File: config.mk
export PLATFORM = sky130hd
export DESIGN_NAME = p2p_reg_slave
export DESIGN_NICKNAME = d
export VERILOG_FILES = /design/src/rtl/p2p_reg_slave.sv
export SDC_FILE = /design/constraint.sdc
export NUM_CORES = 1
export LEC_CHECK = 0
export ABC_CLOCK_PERIOD_IN_PS = 5340
export CAP_MARGIN = 40
export CELL_PAD_IN_SITES_DETAIL_PLACEMENT = 1
export CELL_PAD_IN_SITES_GLOBAL_PLACEMENT = 2
export CORE_UTILIZATION = 34
export DETAILED_ROUTE_END_ITERATION = 10
export PLACE_DENSITY = 0.83
export RECOVER_POWER = 50
export REMOVE_ABC_BUFFERS = 1
export SKIP_CTS_REPAIR_TIMING = 1
export SYNTH_ARGS = -nofsm -noshare
export SYNTH_HDL_FRONTEND = slang
export SYNTH_SLANG_ARGS = --single-unit
File: constraint.sdc
create_clock -name axil_aclk -period 5.34 [get_ports axil_aclk]
set_input_delay 1.068 -clock axil_aclk [delete_from_list [all_inputs] [get_ports axil_aclk]]
set_output_delay 1.068 -clock axil_aclk [all_outputs]
set_load 0.05 [all_outputs]
File: src/rtl/p2p_reg_slave.sv
// AXI-Lite register slave for the p2p box: mode/block_rx control, scratch, version and
// per-port RX drop counters with clear-on-write.
module p2p_reg_slave #(
    parameter int unsigned NUM_CMAC_PORT = 2,
    parameter logic [31:0] VERSION       = 32'h0001_0000
) (
    input  logic                     axil_aclk,
    input  logic                     axil_rst,
    input  logic                     s_axil_awvalid,
    input  logic [31:0]              s_axil_awaddr,
    output logic                     s_axil_awready,
    input  logic                     s_axil_wvalid,
    input  logic [31:0]              s_axil_wdata,
    output logic                     s_axil_wready,
    output logic                     s_axil_bvalid,
    output logic [1:0]               s_axil_bresp,
    input  logic                     s_axil_bready,
    input  logic                     s_axil_arvalid,
    input  logic [31:0]              s_axil_araddr,
    output logic                     s_axil_arready,
    output logic                     s_axil_rvalid,
    output logic [31:0]              s_axil_rdata,
    output logic [1:0]               s_axil_rresp,
    input  logic                     s_axil_rready,
    output logic [1:0]               mode,
    output logic [NUM_CMAC_PORT-1:0] block_rx,
    input  logic [NUM_CMAC_PORT-1:0] drop_pulse
);

    typedef enum logic [1:0] {WrIdle, WrGotAw, WrGotW, WrResp} wr_state_e;
    typedef enum logic {RdIdle, RdResp} rd_state_e;

    localparam logic [1:0] RespOkay   = 2'b00;
    localparam logic [1:0] RespSlvErr = 2'b10;

    wr_state_e wr_state_q, wr_state_d;
    rd_state_e rd_state_q, rd_state_d;

    logic [31:0]              aw_addr_q, aw_addr_d;
    logic [31:0]              w_data_q, w_data_d;
    logic [1:0]               bresp_q, bresp_d;
    logic [31:0]              rdata_q, rdata_d;
    logic [1:0]               rresp_q, rresp_d;
    logic [1:0]               mode_q, mode_d;
    logic [NUM_CMAC_PORT-1:0] block_q, block_d;
    logic [31:0]              scratch_q, scratch_d;
    logic [31:0]              cnt_q [NUM_CMAC_PORT];
    logic [31:0]              cnt_d [NUM_CMAC_PORT];

    logic                     aw_hs, w_hs, wr_en, wr_ok;
    logic [31:0]              wr_addr, wr_data;
    logic [9:0]               wr_idx, rd_idx;
    logic [NUM_CMAC_PORT-1:0] clr;
    logic [31:0]              rd_val;
    logic [1:0]               rd_resp;
    logic                     unused_addr_bits;

    assign s_axil_awready = (wr_state_q == WrIdle) || (wr_state_q == WrGotW);
    assign s_axil_wready  = (wr_state_q == WrIdle) || (wr_state_q == WrGotAw);
    assign s_axil_bvalid  = (wr_state_q == WrResp);
    assign s_axil_bresp   = bresp_q;
    assign s_axil_arready = (rd_state_q == RdIdle);
    assign s_axil_rvalid  = (rd_state_q == RdResp);
    assign s_axil_rdata   = rdata_q;
    assign s_axil_rresp   = rresp_q;
    assign mode           = mode_q;
    assign block_rx       = block_q;

    assign aw_hs   = s_axil_awvalid && s_axil_awready;
    assign w_hs    = s_axil_wvalid && s_axil_wready;
    assign wr_idx  = wr_addr[11:2];
    assign rd_idx  = s_axil_araddr[11:2];

    // Byte-lane bits of the address carry no meaning in this map.
    assign unused_addr_bits = ^{wr_addr[1:0], s_axil_araddr[1:0]};

    // Write channel: AW and W latched independently; the update lands on the second handshake.
    always_comb begin
        wr_state_d = wr_state_q;
        aw_addr_d  = aw_addr_q;
        w_data_d   = w_data_q;
        wr_en      = 1'b0;
        wr_addr    = aw_addr_q;
        wr_data    = w_data_q;
        unique case (wr_state_q)
            WrIdle: begin
                if (aw_hs && w_hs) begin
                    wr_en   = 1'b1;
                    wr_addr = s_axil_awaddr;
                    wr_data = s_axil_wdata;
                end else if (aw_hs) begin
                    aw_addr_d  = s_axil_awaddr;
                    wr_state_d = WrGotAw;
                end else if (w_hs) begin
                    w_data_d   = s_axil_wdata;
                    wr_state_d = WrGotW;
                end
            end
            WrGotAw: begin
                if (w_hs) begin
                    wr_en   = 1'b1;
                    wr_data = s_axil_wdata;
                end
            end
            WrGotW: begin
                if (aw_hs) begin
                    wr_en   = 1'b1;
                    wr_addr = s_axil_awaddr;
                end
            end
            WrResp: begin
                if (s_axil_bready) begin
                    wr_state_d = WrIdle;
                end
            end
            default: wr_state_d = WrIdle;
        endcase
        if (wr_en) begin
            wr_state_d = WrResp;
        end
    end

    // Register update and write response decode.
    always_comb begin
        mode_d    = mode_q;
        block_d   = block_q;
        scratch_d = scratch_q;
        bresp_d   = bresp_q;
        clr       = '0;
        wr_ok     = 1'b0;
        if (wr_en && (wr_addr[31:12] == 20'd0)) begin
            if (wr_idx == 10'd0) begin
                mode_d = wr_data[1:0];
                wr_ok  = 1'b1;
            end else if (wr_idx == 10'd1) begin
                block_d = wr_data[NUM_CMAC_PORT-1:0];
                wr_ok   = 1'b1;
            end else if (wr_idx == 10'd2) begin
                scratch_d = wr_data;
                wr_ok     = 1'b1;
            end
            for (int p = 0; p < int'(NUM_CMAC_PORT); p++) begin
                if (wr_idx == 10'(4 + p)) begin
                    clr[p] = 1'b1;
                    wr_ok  = 1'b1;
                end
            end
        end
        if (wr_en) begin
            bresp_d = wr_ok ? RespOkay : RespSlvErr;
        end
    end

    // Saturating drop counters; a same-cycle clear beats the pulse.
    always_comb begin
        for (int p = 0; p < int'(NUM_CMAC_PORT); p++) begin
            cnt_d[p] = cnt_q[p];
            if (clr[p]) begin
                cnt_d[p] = '0;
            end else if (drop_pulse[p] && (cnt_q[p] != 32'hFFFF_FFFF)) begin
                cnt_d[p] = cnt_q[p] + 32'd1;
            end
        end
    end

    always_comb begin
        rd_val  = 32'hDEAD_BEEF;
        rd_resp = RespSlvErr;
        if (s_axil_araddr[31:12] == 20'd0) begin
            if (rd_idx == 10'd0) begin
                rd_val  = {30'd0, mode_q};
                rd_resp = RespOkay;
            end else if (rd_idx == 10'd1) begin
                rd_val  = 32'(block_q);
                rd_resp = RespOkay;
            end else if (rd_idx == 10'd2) begin
                rd_val  = scratch_q;
                rd_resp = RespOkay;
            end else if (rd_idx == 10'd3) begin
                rd_val  = VERSION;
                rd_resp = RespOkay;
            end
            for (int p = 0; p < int'(NUM_CMAC_PORT); p++) begin
                if (rd_idx == 10'(4 + p)) begin
                    rd_val  = cnt_q[p];
                    rd_resp = RespOkay;
                end
            end
        end
    end

    // Read channel samples pre-write register values.
    always_comb begin
        rd_state_d = rd_state_q;
        rdata_d    = rdata_q;
        rresp_d    = rresp_q;
        unique case (rd_state_q)
            RdIdle: begin
                if (s_axil_arvalid) begin
                    rdata_d    = rd_val;
                    rresp_d    = rd_resp;
                    rd_state_d = RdResp;
                end
            end
            RdResp: begin
                if (s_axil_rready) begin
                    rd_state_d = RdIdle;
                end
            end
            default: rd_state_d = RdIdle;
        endcase
    end

    always_ff @(posedge axil_aclk) begin
        if (axil_rst) begin
            wr_state_q <= WrIdle;
            rd_state_q <= RdIdle;
            aw_addr_q  <= '0;
            w_data_q   <= '0;
            bresp_q    <= '0;
            rdata_q    <= '0;
            rresp_q    <= '0;
            mode_q     <= '0;
            block_q    <= '0;
            scratch_q  <= '0;
            for (int p = 0; p < int'(NUM_CMAC_PORT); p++) begin
                cnt_q[p] <= '0;
            end
        end else begin
            wr_state_q <= wr_state_d;
            rd_state_q <= rd_state_d;
            aw_addr_q  <= aw_addr_d;
            w_data_q   <= w_data_d;
            bresp_q    <= bresp_d;
            rdata_q    <= rdata_d;
            rresp_q    <= rresp_d;
            mode_q     <= mode_d;
            block_q    <= block_d;
            scratch_q  <= scratch_d;
            for (int p = 0; p < int'(NUM_CMAC_PORT); p++) begin
                cnt_q[p] <= cnt_d[p];
            end
        end
    end

endmodule

== Word-level counts from Yosys, hierarchy flattened ==
Memories as Yosys holds them, arrays and structs flattened.
Cells that the tools add are included.

* Shifts and indexed selects: 0
* Equal/unequal tests: 17
* Add/subtract/negate cells: 2
* Magnitude comparators: 0
* Div/mod/pow operators: 0
* Mux-type cells: 52
* Bitwise operators: 7
* Multiply operators: 0
* Reduce and logical (&&, ||, !) cells: 21

{| class="wikitable"
|+ Operators with widths
! kind !! number
|-
| 32-bit 2-to-1 mux || 17
|-
| 32-bit one-hot mux with 2 select lines || 2
|-
| 32-bit by 1-bit adder with 32-bit output, second input constant || 2
|-
| 32-bit inequality test, second input constant || 2
|-
| 10-bit by 3-bit equality test with 1-bit output, second input constant || 4
|-
| 20-bit logical NOT || 2
|-
| 10-bit by 2-bit equality test with 1-bit output, second input constant || 3
|-
| 2-bit 2-to-1 mux || 14
|-
| 10-bit by 1-bit equality test with 1-bit output, second input constant || 2
|-
| 10-bit logical NOT || 2
|-
| 1-bit 2-to-1 mux || 16
|-
| 4-bit AND reduction || 2
|-
| 1-bit logical AND || 6
|-
| 2-bit AND reduction || 3
|-
| 3-bit AND reduction || 2
|-
| 1-bit inverter || 5
|-
| 2-bit equality test, second input constant || 2
|-
| 4-bit inequality test, second input constant || 1
|-
| 2-bit one-hot mux with 2 select lines || 1
|-
| 3-bit by 1-bit inequality test with 1-bit output, second input constant || 1
|-
| 3-bit inequality test, second input constant || 1
|-
| 1-bit one-hot mux with 3 select lines || 1
|-
| 3-bit nonzero test || 1
|-
| 2-bit by 1-bit equality test with 1-bit output, second input constant || 1
|-
| 4 further kinds || 6
|}

* Bits in writable memories: 64
* Flip-flop bits (word level): 139
* Bits in read-only memories: 0
* Input port bits: 105
* Bits in latches: 0
* Memories: 1

{| class="wikitable"
|+ Memories
! memory !! words !! bits a word !! read ports !! clocked after Yosys merged registers in !! write ports !! line !! source
|-
| cnt_q || 2 || 32 || 2 || 0 || 2 || 47 || <nowiki>logic [31:0] cnt_q [NUM_CMAC_PORT];</nowiki>
|}

== Logic depth before layout (Yosys ltp) ==
Gate-level depths: netlist of the first run.

* Depth in word-level cells: 14
* Depth in mapped cells: 9

== Worst setup path after synthesis of the first run ==
OpenSTA, ideal clock, no wires.

* Path type: input to register
* Start: input port s_axil_awvalid
* End: register scratch_q[10]
* Stages on the path: 8
* Data required time: 5208 ps
* Arrival time: 2712 ps
* Path slack: 2496 ps
* Buffers on the path: 2
* Setup time: 132 ps
* Path through: buf_2 > nor2_1 > nor3b_1 > clkbuf_1 > mux2_2 > nor3_1 > and3_1 > nor3_1

* Word-level cells in the longest chain between the ends: 7
* Elaborated cells between the ends (all ways): 18
* Those cells by class: 2 x eq/ne; 8 x mux; 2 x bitwise; 6 x reduce/logical

{| class="wikitable"
|+ RTL lines
! item !! line !! source
|-
| start: declaration || 9 || <nowiki>input logic s_axil_awvalid,</nowiki>
|-
| 1-bit logical AND * || 69 || <nowiki>assign aw_hs = s_axil_awvalid && s_axil_awready;</nowiki>
|-
| 1-bit logical AND || 87 || <nowiki>if (aw_hs && w_hs) begin</nowiki>
|-
| 32-bit 2-to-1 mux || 87 ||
|-
| 32-bit one-hot mux with 2 select lines || 85 || <nowiki>unique case (wr_state_q)</nowiki>
|-
| 20-bit logical NOT, or another cell as far along || 131 || <nowiki>if (wr_en && (wr_addr[31:12] == 20'd0)) begin</nowiki>
|-
| 1-bit logical AND or 1-bit inverter (tied branches) || -- ||
|-
| 4-bit AND reduction (no source line) || -- ||
|-
| end signal: assignment || 239 || <nowiki>scratch_q <= scratch_d;</nowiki>
|-
| end: declaration || 46 || <nowiki>logic [31:0] scratch_q, scratch_d;</nowiki>
|}

Mark *: on every way between the ends. The rest lies on a longest branch, timed or not.
A chain may end at the register's enable or synchronous reset.

==> qor.log, run 1 <==
INFO  run_status     outcome=complete, but fails checks
INFO  run_status     failed_checks=capacitance limit, slew limit
INFO  timing         setup_repair_after_global_routing_missed_its_margin=no
INFO  routing        route.detailed.wl_per_inst=17.1um
INFO  grt            largest_net_degree_at_the_start_of_global_routing=77
INFO  grt            initial_antenna_violation_count=1
INFO  logic_synthesis ys_warn_count=0
INFO  setup_path     critPathCapture=cnt_q[0][34]$_SDFFE_PP0P_
INFO  cells_and_area fin_util=42.9%
INFO  logic_synthesis adder_cell_share_of_the_synthesized_area=0.261%
INFO  placement      numPortBuffers=143
INFO  grt            grt_first_pass_wirelength=47500um
INFO  logic_synthesis synth.cell_area=9590um^2
INFO  setup_path     timing.critical_path.to_type=register
INFO  logic_synthesis post_synthesis_compound_gate_area_fraction=13.8%
INFO  timing         finalClockSkew=0.0116ns
INFO  setup_path     worstReg2RegStart=aw_addr_q[12]$_SDFFE_PP0P_
INFO  logic_synthesis largest_family_of_logic_cells_by_synthesized_area=simple AND/OR/NAND/NOR gates
INFO  logic_synthesis synth_top_area_share=41.5%
INFO  min_path       min_delay_path_depth=2
INFO  min_path       hold_wc_path_type=register to register
INFO  clock_network  ctsRootBufferMaster=clkbuf_16
INFO  logic_synthesis synth_simple_gate_area_share=28.9%
INFO  clock_network  h-tree-depth=4
INFO  power_and_ir_drop power-per-cell-area=278nW/um^2
INFO  routing        antenna_left=0
INFO  timing         slew_headroom=-9.10%
INFO  floorplan      die_area=28900um^2
INFO  routing        detail_route.first_pass.iterations=4
INFO  setup_path     required=5.65ns
INFO  placement      gp_routability_congestion=0.846
INFO  setup_path     timing.rr.end=cnt_q[0][34]$_SDFFE_PP0P_
INFO  timing         setup_viol=0
INFO  routing        first_iter_violations=436
INFO  clock_network  numClockSinks=199
INFO  routing        vias=8783
INFO  logic_synthesis most_numerous_cell_in_the_yosys_netlist=dfxtp_1
INFO  cells_and_area area.growth.synth_to_final=24.3%
INFO  setup_path     start_kind=primary input
INFO  logic_synthesis most_frequent_cells_after_synthesis=dfxtp_1 (199), nand2_1 (188), nor2_1 (118)
INFO  setup_path     ff2ff_path_depth=8
INFO  clock_network  cts_tree=done
INFO  clock_network  clock_tree.buffer_depth=2
INFO  grt            globalRouteOverflowTotal=0
INFO  logic_synthesis seq_total_area_yosys=41.5%
INFO  placement      post-dp-hpwl=20300um
INFO  routing        vias_per_cell=5.18
INFO  power_and_ir_drop cellLeakagePower=4.18nW
INFO  cells_and_area fillerInstances=3387
INFO  setup_path     cpMaxStageDelayCell=clkbuf_1
INFO  timing         hold_viol=0
INFO  clock_network  worstSkewPairLatency=0.44ns
INFO  floorplan      fp.dieH=170um
INFO  power_and_ir_drop maximum_vdd_drop=164uV
INFO  setup_path     cp_cell_sequence=dlygate4sd3_1 > nor4_1 > nand3_1 > or3_1 > nand3_1 > clkbuf_1 > a41o_1 > buf_4 > nor3_1
INFO  routing        drc=0
INFO  clock_network  clkSlewWorstSetupHoldPaths=0.07ns
INFO  logic_synthesis synth_area_in_xor_xnor=4.75%
INFO  setup_path     critPathMaxStageDelay=0.93ns
INFO  floorplan      floorplan.rows=61
INFO  logic_synthesis synth_seq_cells=199
INFO  clock_network  cts_inserted_buffers=17
INFO  floorplan      core_area=27800um^2
INFO  min_path       worstHoldStart=s_axil_rdata[8]$_SDFFE_PP0P_
INFO  setup_path     critical-path-top-cell-by-count=nand3_1
INFO  logic_synthesis synthesis.area_per_instance=7.99um^2
INFO  floorplan      start_util=34.5%
INFO  timing         timing_worst_slew_pin_value=1.62ns
INFO  logic_synthesis synth_edf_count=0
INFO  logic_synthesis synth_cell_type_count=61
INFO  flow_run       cap_violations=2
INFO  grt            number_of_global_route_vias_before_repair=8988
INFO  floorplan      chipWidth=170um
INFO  logic_synthesis syn-instance-count=1200
INFO  setup_path     critical_path_class=primary input to register
INFO  timing         layout_worst_path_cycle_share=77.0%
INFO  setup_path     worst_setup_path_startpoint=s_axil_awaddr[22]
INFO  setup_path     arrival=4.42ns
INFO  setup_path     reg2reg_slack=2.09ns
INFO  setup_path     path_max_fanout=35
INFO  timing         setup_tns=0ns
INFO  power_and_ir_drop overall_power=3.32mW
INFO  logic_synthesis yosys-mux-area-fraction=6.36%
INFO  grt            grt_usage=20.7%
INFO  logic_synthesis synth.largest_area_cell=dfxtp_1
INFO  cells_and_area proportion_of_layout_cells_with_a_drive_suffix_above_1=8.28%
INFO  floorplan      top_level_ports=150
INFO  logic_synthesis ys_dominant_reg_cell=dfxtp_1
INFO  timing         fmax=0.243GHz
INFO  logic_synthesis async_reset_ff_share=0%
INFO  timing         finalCriticalPeriod=4.11ns
INFO  cells_and_area layout_net_count=1410
INFO  routing        detail_route.wirelength=28900um
INFO  timing         maxSlewViolCount=43
INFO  logic_synthesis yosys-top-cells-area=dfxtp_1 (42%), nand2_1 (7.4%), a21oi_1 (5.5%)
per-layer routing:
layer / global-route usage (%) / part of all wire, % / vias up
li1: - / - / 4430
met1: 27.6 / 49 / 4224
met2: 34.6 / 47 / 113
met3: 3.30 / 3.0 / 16
met4: 4.86 / 1.2 / 0
met5: 0 / 0 / -
critical path, delay by kind of cell:
family,cells,cell delay (ns)
compound gates,1,0.30
simple gates,5,1.20
buf+inv,3,1.84
through the flow:
stage | setup slack (ns) | std cells | hold WS, ns | cell area [um^2]
6_report | 1.23 | 1695 | 0.448 | 11900
5_1_grt | 0.907 | 1694 | 0.461 | 11900
4_1_cts | 1.75 | 1694 | 0.456 | 12000
3_5_place_dp | 1.28 | 1662 | 0.445 | 11400
3_3_place_gp | 1.34 | 1661 | 0.439 | 11400
2_1_floorplan | 0.691 | 1117 | 0.425 | 9250
where the power goes:
part,leakage [nW],switching [mW],internal (mW)
Clock,0.284,0.594,0.717
Sequential,1.62,0.0273,1.53
Combinational,2.28,0.272,0.180
Total,4.18,0.893,2.42
state kept, by name, indices dropped and copies added, names as in the netlist:
| name | count |
|---|---|
| mode | 2 |
| cnt_q | 64 |
| block_rx | 2 |
| s_axil_rvalid | 1 |
| s_axil_rresp | 1 |
| aw_addr_q | 30 |
| s_axil_rdata | 32 |
| s_axil_bresp | 1 |
| scratch_q | 32 |
| wr_state_q | 2 |
| w_data_q | 32 |
cells by family (layout without fill, tap and decap cells):
family	after synthesis	in the layout
multiplexers	56	56
XOR/XNOR	52	52
AND/OR/NAND/NOR	576	576
AO/OA/AOI/OAI	212	212
adder cells (fa/ha/maj)	2	2
flip-flops	199	199
other	1	3
buffers and inverters	102	217
placed cells by master (no fill, tap or decap), types with 16 or more instances in the layout:
master,n
dfxtp_1,199
nand2_1,188
nor2_1,118
a21oi_1,106
clkdlybuf4s50_1,94
nor3_1,90
dlygate4sd3_1,47
and3_1,40
mux2_2,40
xnor2_1,34
nand3_1,30
o21ai_0,25
nor4_1,23
buf_4,20
a311oi_1,18
xor2_1,18
clkbuf_16,17
inv_1,16
how the worst min path moves through the flow:
stage	end	slack, ns
floorplan	aw_addr_q[9]$_SDFFE_PP0P_	0.42
global placement	w_data_q[27]$_SDFFE_PP0P_	0.44
detailed placement	aw_addr_q[11]$_SDFFE_PP0P_	0.44
CTS	s_axil_rdata[22]$_SDFFE_PP0P_	0.46
global route	s_axil_rdata[4]$_SDFFE_PP0P_	0.46
finish	s_axil_rdata[8]$_SDFFE_PP0P_	0.45
cell type report:
cell class	count	area, um^2	share of cell area [%]
clock inverters	11	121	1.02
inverters	18	67.6	0.567
flip-flops and latches	199	3980	33.4
diodes	1	2.50	0.0210
multi-input cells	900	5230	43.9
well taps	378	473	3.97
clock buffers	21	460	3.86
repair buffers	167	1590	13.3
No activity file was read; power rests on OpenSTA's default activity.
==> inputs of run 2 (changes only) <==
--- a/config.mk
+++ b/config.mk
@@ -5,13 +5,13 @@
 export SDC_FILE = /design/constraint.sdc
 export NUM_CORES = 1
 export LEC_CHECK = 0
-export ABC_CLOCK_PERIOD_IN_PS = 5340
+export ABC_CLOCK_PERIOD_IN_PS = 3500
 export CAP_MARGIN = 40
 export CELL_PAD_IN_SITES_DETAIL_PLACEMENT = 1
 export CELL_PAD_IN_SITES_GLOBAL_PLACEMENT = 2
-export CORE_UTILIZATION = 34
+export CORE_UTILIZATION = 29
 export DETAILED_ROUTE_END_ITERATION = 10
-export PLACE_DENSITY = 0.83
+export PLACE_DENSITY = 0.75
 export RECOVER_POWER = 50
 export REMOVE_ABC_BUFFERS = 1
 export SKIP_CTS_REPAIR_TIMING = 1
==> constraint.sdc (replaced) <==
create_clock -name axil_aclk -period 3.5 [get_ports axil_aclk]
set_input_delay 0.7 -clock axil_aclk [delete_from_list [all_inputs] [get_ports axil_aclk]]
set_output_delay 0.7 -clock axil_aclk [all_outputs]
set_load 0.05 [all_outputs]
==> run 2 against run 1 <==
The run still ends with capacitance limit, slew limit left; flip-flop and latch count unchanged; routed wire length increased by 4.2%; clock power grew 61%; clock-buffer cell count down 1; global-route usage down 2.3 points; cell area rose by 2.7%; via count is 0.99% higher; register-to-register slack worse by 1.0 ns; cell count up 4.3%; worst setup slack got worse by 0.71 ns; critical path type unchanged; largest power group unchanged; highest routed layer unchanged.
==> qor.log, run 2 (same netlist as run 1, synthesis figures left out) <==
INFO  run_status     outcome=complete, but fails checks
INFO  run_status     failed_checks=capacitance limit, slew limit
INFO  power_and_ir_drop power.share.sequential=45.5% [-1.4 points]
INFO  clock_network  worstSkewPairLatency=0.45ns [about the same]
INFO  clock_network  cts_tree=done
INFO  flow_run       cap_violations=1 [-1]
INFO  power_and_ir_drop p_comb_share=14.0% [+0.4 points]
INFO  floorplan      die_area=33800um^2 [+17%]
INFO  routing        vias_per_cell=5.02 [-3.2%]
INFO  timing         slew_headroom=-74.4% [-65 points]
INFO  cells_and_area insertedDiodeCount=0 [-1]
INFO  clock_network  cts_inserted_buffers=17 [unchanged]
INFO  routing        first_iter_violations=521 [+19%]
INFO  cells_and_area final_common_cell=dfxtp_1
INFO  clock_network  clock_tree.buffer_depth=2 [unchanged]
INFO  grt            initial_antenna_violation_count=0 [-1]
INFO  routing        detail_route.wirelength=30200um [+4.2%]
INFO  setup_path     reg2reg_slack=1.07ns [-1.02 ns]
INFO  setup_path     worstReg2RegStart=cnt_q[0][15]$_SDFFE_PP0P_
INFO  power_and_ir_drop power-per-cell-area=426nW/um^2 [+53%]
INFO  grt            largest_net_degree_at_the_start_of_global_routing=54 [-30%]
INFO  routing        antenna_left=0 [unchanged]
INFO  cells_and_area fin_util=37.7% [-5.3 points]
INFO  min_path       hold_wc_path_type=register to register
INFO  cells_and_area layout_net_count=1420 [+0.71%]
INFO  timing         timing_worst_slew_pin_value=2.62ns [+0.994 ns]
INFO  timing         setup_viol=0 [unchanged]
INFO  floorplan      fp.dieH=184um [+8.2%]
INFO  routing        vias=8870 [+0.99%]
INFO  setup_path     timing.critical_path.to_type=register
INFO  timing         hold_viol=0 [unchanged]
INFO  setup_path     ff2ff_path_depth=6 [-2]
INFO  timing         maxSlewViolCount=52 [+21%]
INFO  grt            number_of_global_route_vias_before_repair=8930 [-0.65%]
INFO  cells_and_area area.growth.synth_to_final=27.7%
INFO  routing        route.detailed.wl_per_inst=17.1um [-0.14%]
INFO  power_and_ir_drop maximum_vdd_drop=331uV [+100%]
INFO  power_and_ir_drop swShare=27.0% [+0.091 points]
INFO  timing         finalCriticalPeriod=2.98ns
INFO  power_and_ir_drop power.clock.fraction=40.5% [+1.0 points]
INFO  setup_path     start_kind=primary input
INFO  timing         fmax=0.335GHz
INFO  setup_path     timing.rr.end=cnt_q[0][9]$_SDFFE_PP0P_
INFO  timing         finalClockSkew=0.0141ns [+0.00247 ns]
INFO  floorplan      core_area=32500um^2 [+17%]
INFO  timing         setup_repair_after_global_routing_missed_its_margin=no
INFO  floorplan      floorplan.rows=66 [+8.2%]
INFO  cells_and_area largest_register_ffs=64 [unchanged]
INFO  grt            grt_usage=18.4% [-2.3 points]
INFO  cells_and_area mostFrequentLayoutCells=dfxtp_1 (199), nand2_1 (188), nor2_1 (118)
INFO  power_and_ir_drop internal-power=3.81mW [+57%]
INFO  clock_network  ctsRootBufferMaster=clkbuf_16
INFO  setup_path     required=3.82ns [-1.83 ns]
INFO  setup_path     critical_path_class=primary input to register
INFO  grt            grt_first_pass_wirelength=48800um [+2.7%]
INFO  power_and_ir_drop cellLeakagePower=4.29nW [+2.7%]
INFO  cells_and_area largest-register=cnt_q
INFO  setup_path     path_max_fanout=52 [+49%]
INFO  clock_network  h-tree-depth=4 [unchanged]
INFO  cells_and_area fillerInstances=3903 [+15%]
INFO  setup_path     arrival=3.30ns [-1.12 ns]
INFO  clock_network  numClockSinks=199 [unchanged]
INFO  floorplan      start_util=29.5% [-5.0 points]
INFO  timing         layout_worst_path_cycle_share=85.2%
INFO  floorplan      top_level_ports=150 [unchanged]
INFO  floorplan      chipWidth=184um [+8.2%]
INFO  min_path       min_delay_path_depth=2 [unchanged]
INFO  min_path       worstHoldStart=s_axil_rdata[29]$_SDFFE_PP0P_
INFO  grt            globalRouteOverflowTotal=0 [unchanged]
INFO  min_path       hold-path-endpoint=s_axil_rdata[29]$_SDFFE_PP0P_
INFO  placement      post-dp-hpwl=21700um [+6.7%]
INFO  routing        drc=0 [unchanged]
INFO  power_and_ir_drop overall_power=5.22mW [+57%]
INFO  routing        detail_route.first_pass.iterations=4 [unchanged]
INFO  cells_and_area proportion_of_layout_cells_with_a_drive_suffix_above_1=9.65% [+1.4 points]
INFO  power_and_ir_drop p_switching=1.41mW [+58%]
INFO  placement      numPortBuffers=143 [unchanged]
INFO  placement      gp_routability_congestion=0.787 [-7.0%]
INFO  clock_network  clkSlewWorstSetupHoldPaths=0.08ns [about the same]
-- run 2: worst max-delay path by stage --
stage               slack [ns]  cells after the start                           end                  startpoint
finish                    0.52                      3  s_axil_rdata[5]$_SDFFE_PP0P_                    axil_rst
global route              0.26                      3  s_axil_rdata[5]$_SDFFE_PP0P_                    axil_rst
CTS                       0.66                      3                 s_axil_bvalid  wr_state_q[1]$_SDFFE_PP0P_
detailed placement        0.23                      8    scratch_q[18]$_SDFFE_PP0P_              s_axil_awvalid
global placement          0.29                      8    scratch_q[14]$_SDFFE_PP0P_              s_axil_awvalid
floorplan                -0.78                      6     scratch_q[0]$_SDFFE_PP0P_               s_axil_wvalid
-- run 2: layout make-up --
type	instances	area [um^2]	share of cell area, %
clock buffers	20	457	3.73
repair buffers	177	1780	14.5
well taps	442	553	4.51
multi-input cells	900	5260	42.9
inverters	18	67.6	0.551
flip-flops and latches	199	3980	32.5
clock inverters	12	160	1.31
-- run 2: power groups by stage --
stage | Clock (mW) | Combinational [mW] | Sequential [mW]
final | 2.11 | 0.728 | 2.37
after global routing | 2.27 | 0.790 | 2.38
after CTS | 2.18 | 0.750 | 2.38
after detailed placement | 0 | 0.747 | 2.43
after global placement | 0 | 0.738 | 2.43
after floorplan | 0 | 0.280 | 2.51
-- run 2: per-layer routing --
metal  GRT usage (%)  vias up  wire [um]
met5               0        -          0
met1            24.0     4260      14300
met2            31.0      143      14500
met4            4.97        0        360
li1                -     4446          -
met3            3.09       21        963
-- run 2: critical path, stage by stage --
cell      delay [ns]
clkbuf_1        1.82
buf_4           0.60
a211oi_1        0.11
-- run 2: per-stage QoR --
step	setup TNS (ns)	setup WS, ns	cells	hold WS, ns	cell area, um^2
final	0	0.518	1768	0.450	12300
after detailed placement	0	0.234	1736	0.447	11600
after global placement	0	0.289	1736	0.439	11600
after global routing	0	0.255	1768	0.471	12300
after CTS	0	0.659	1768	0.458	12300
after floorplan	-27.37	-0.781	1117	0.425	9250
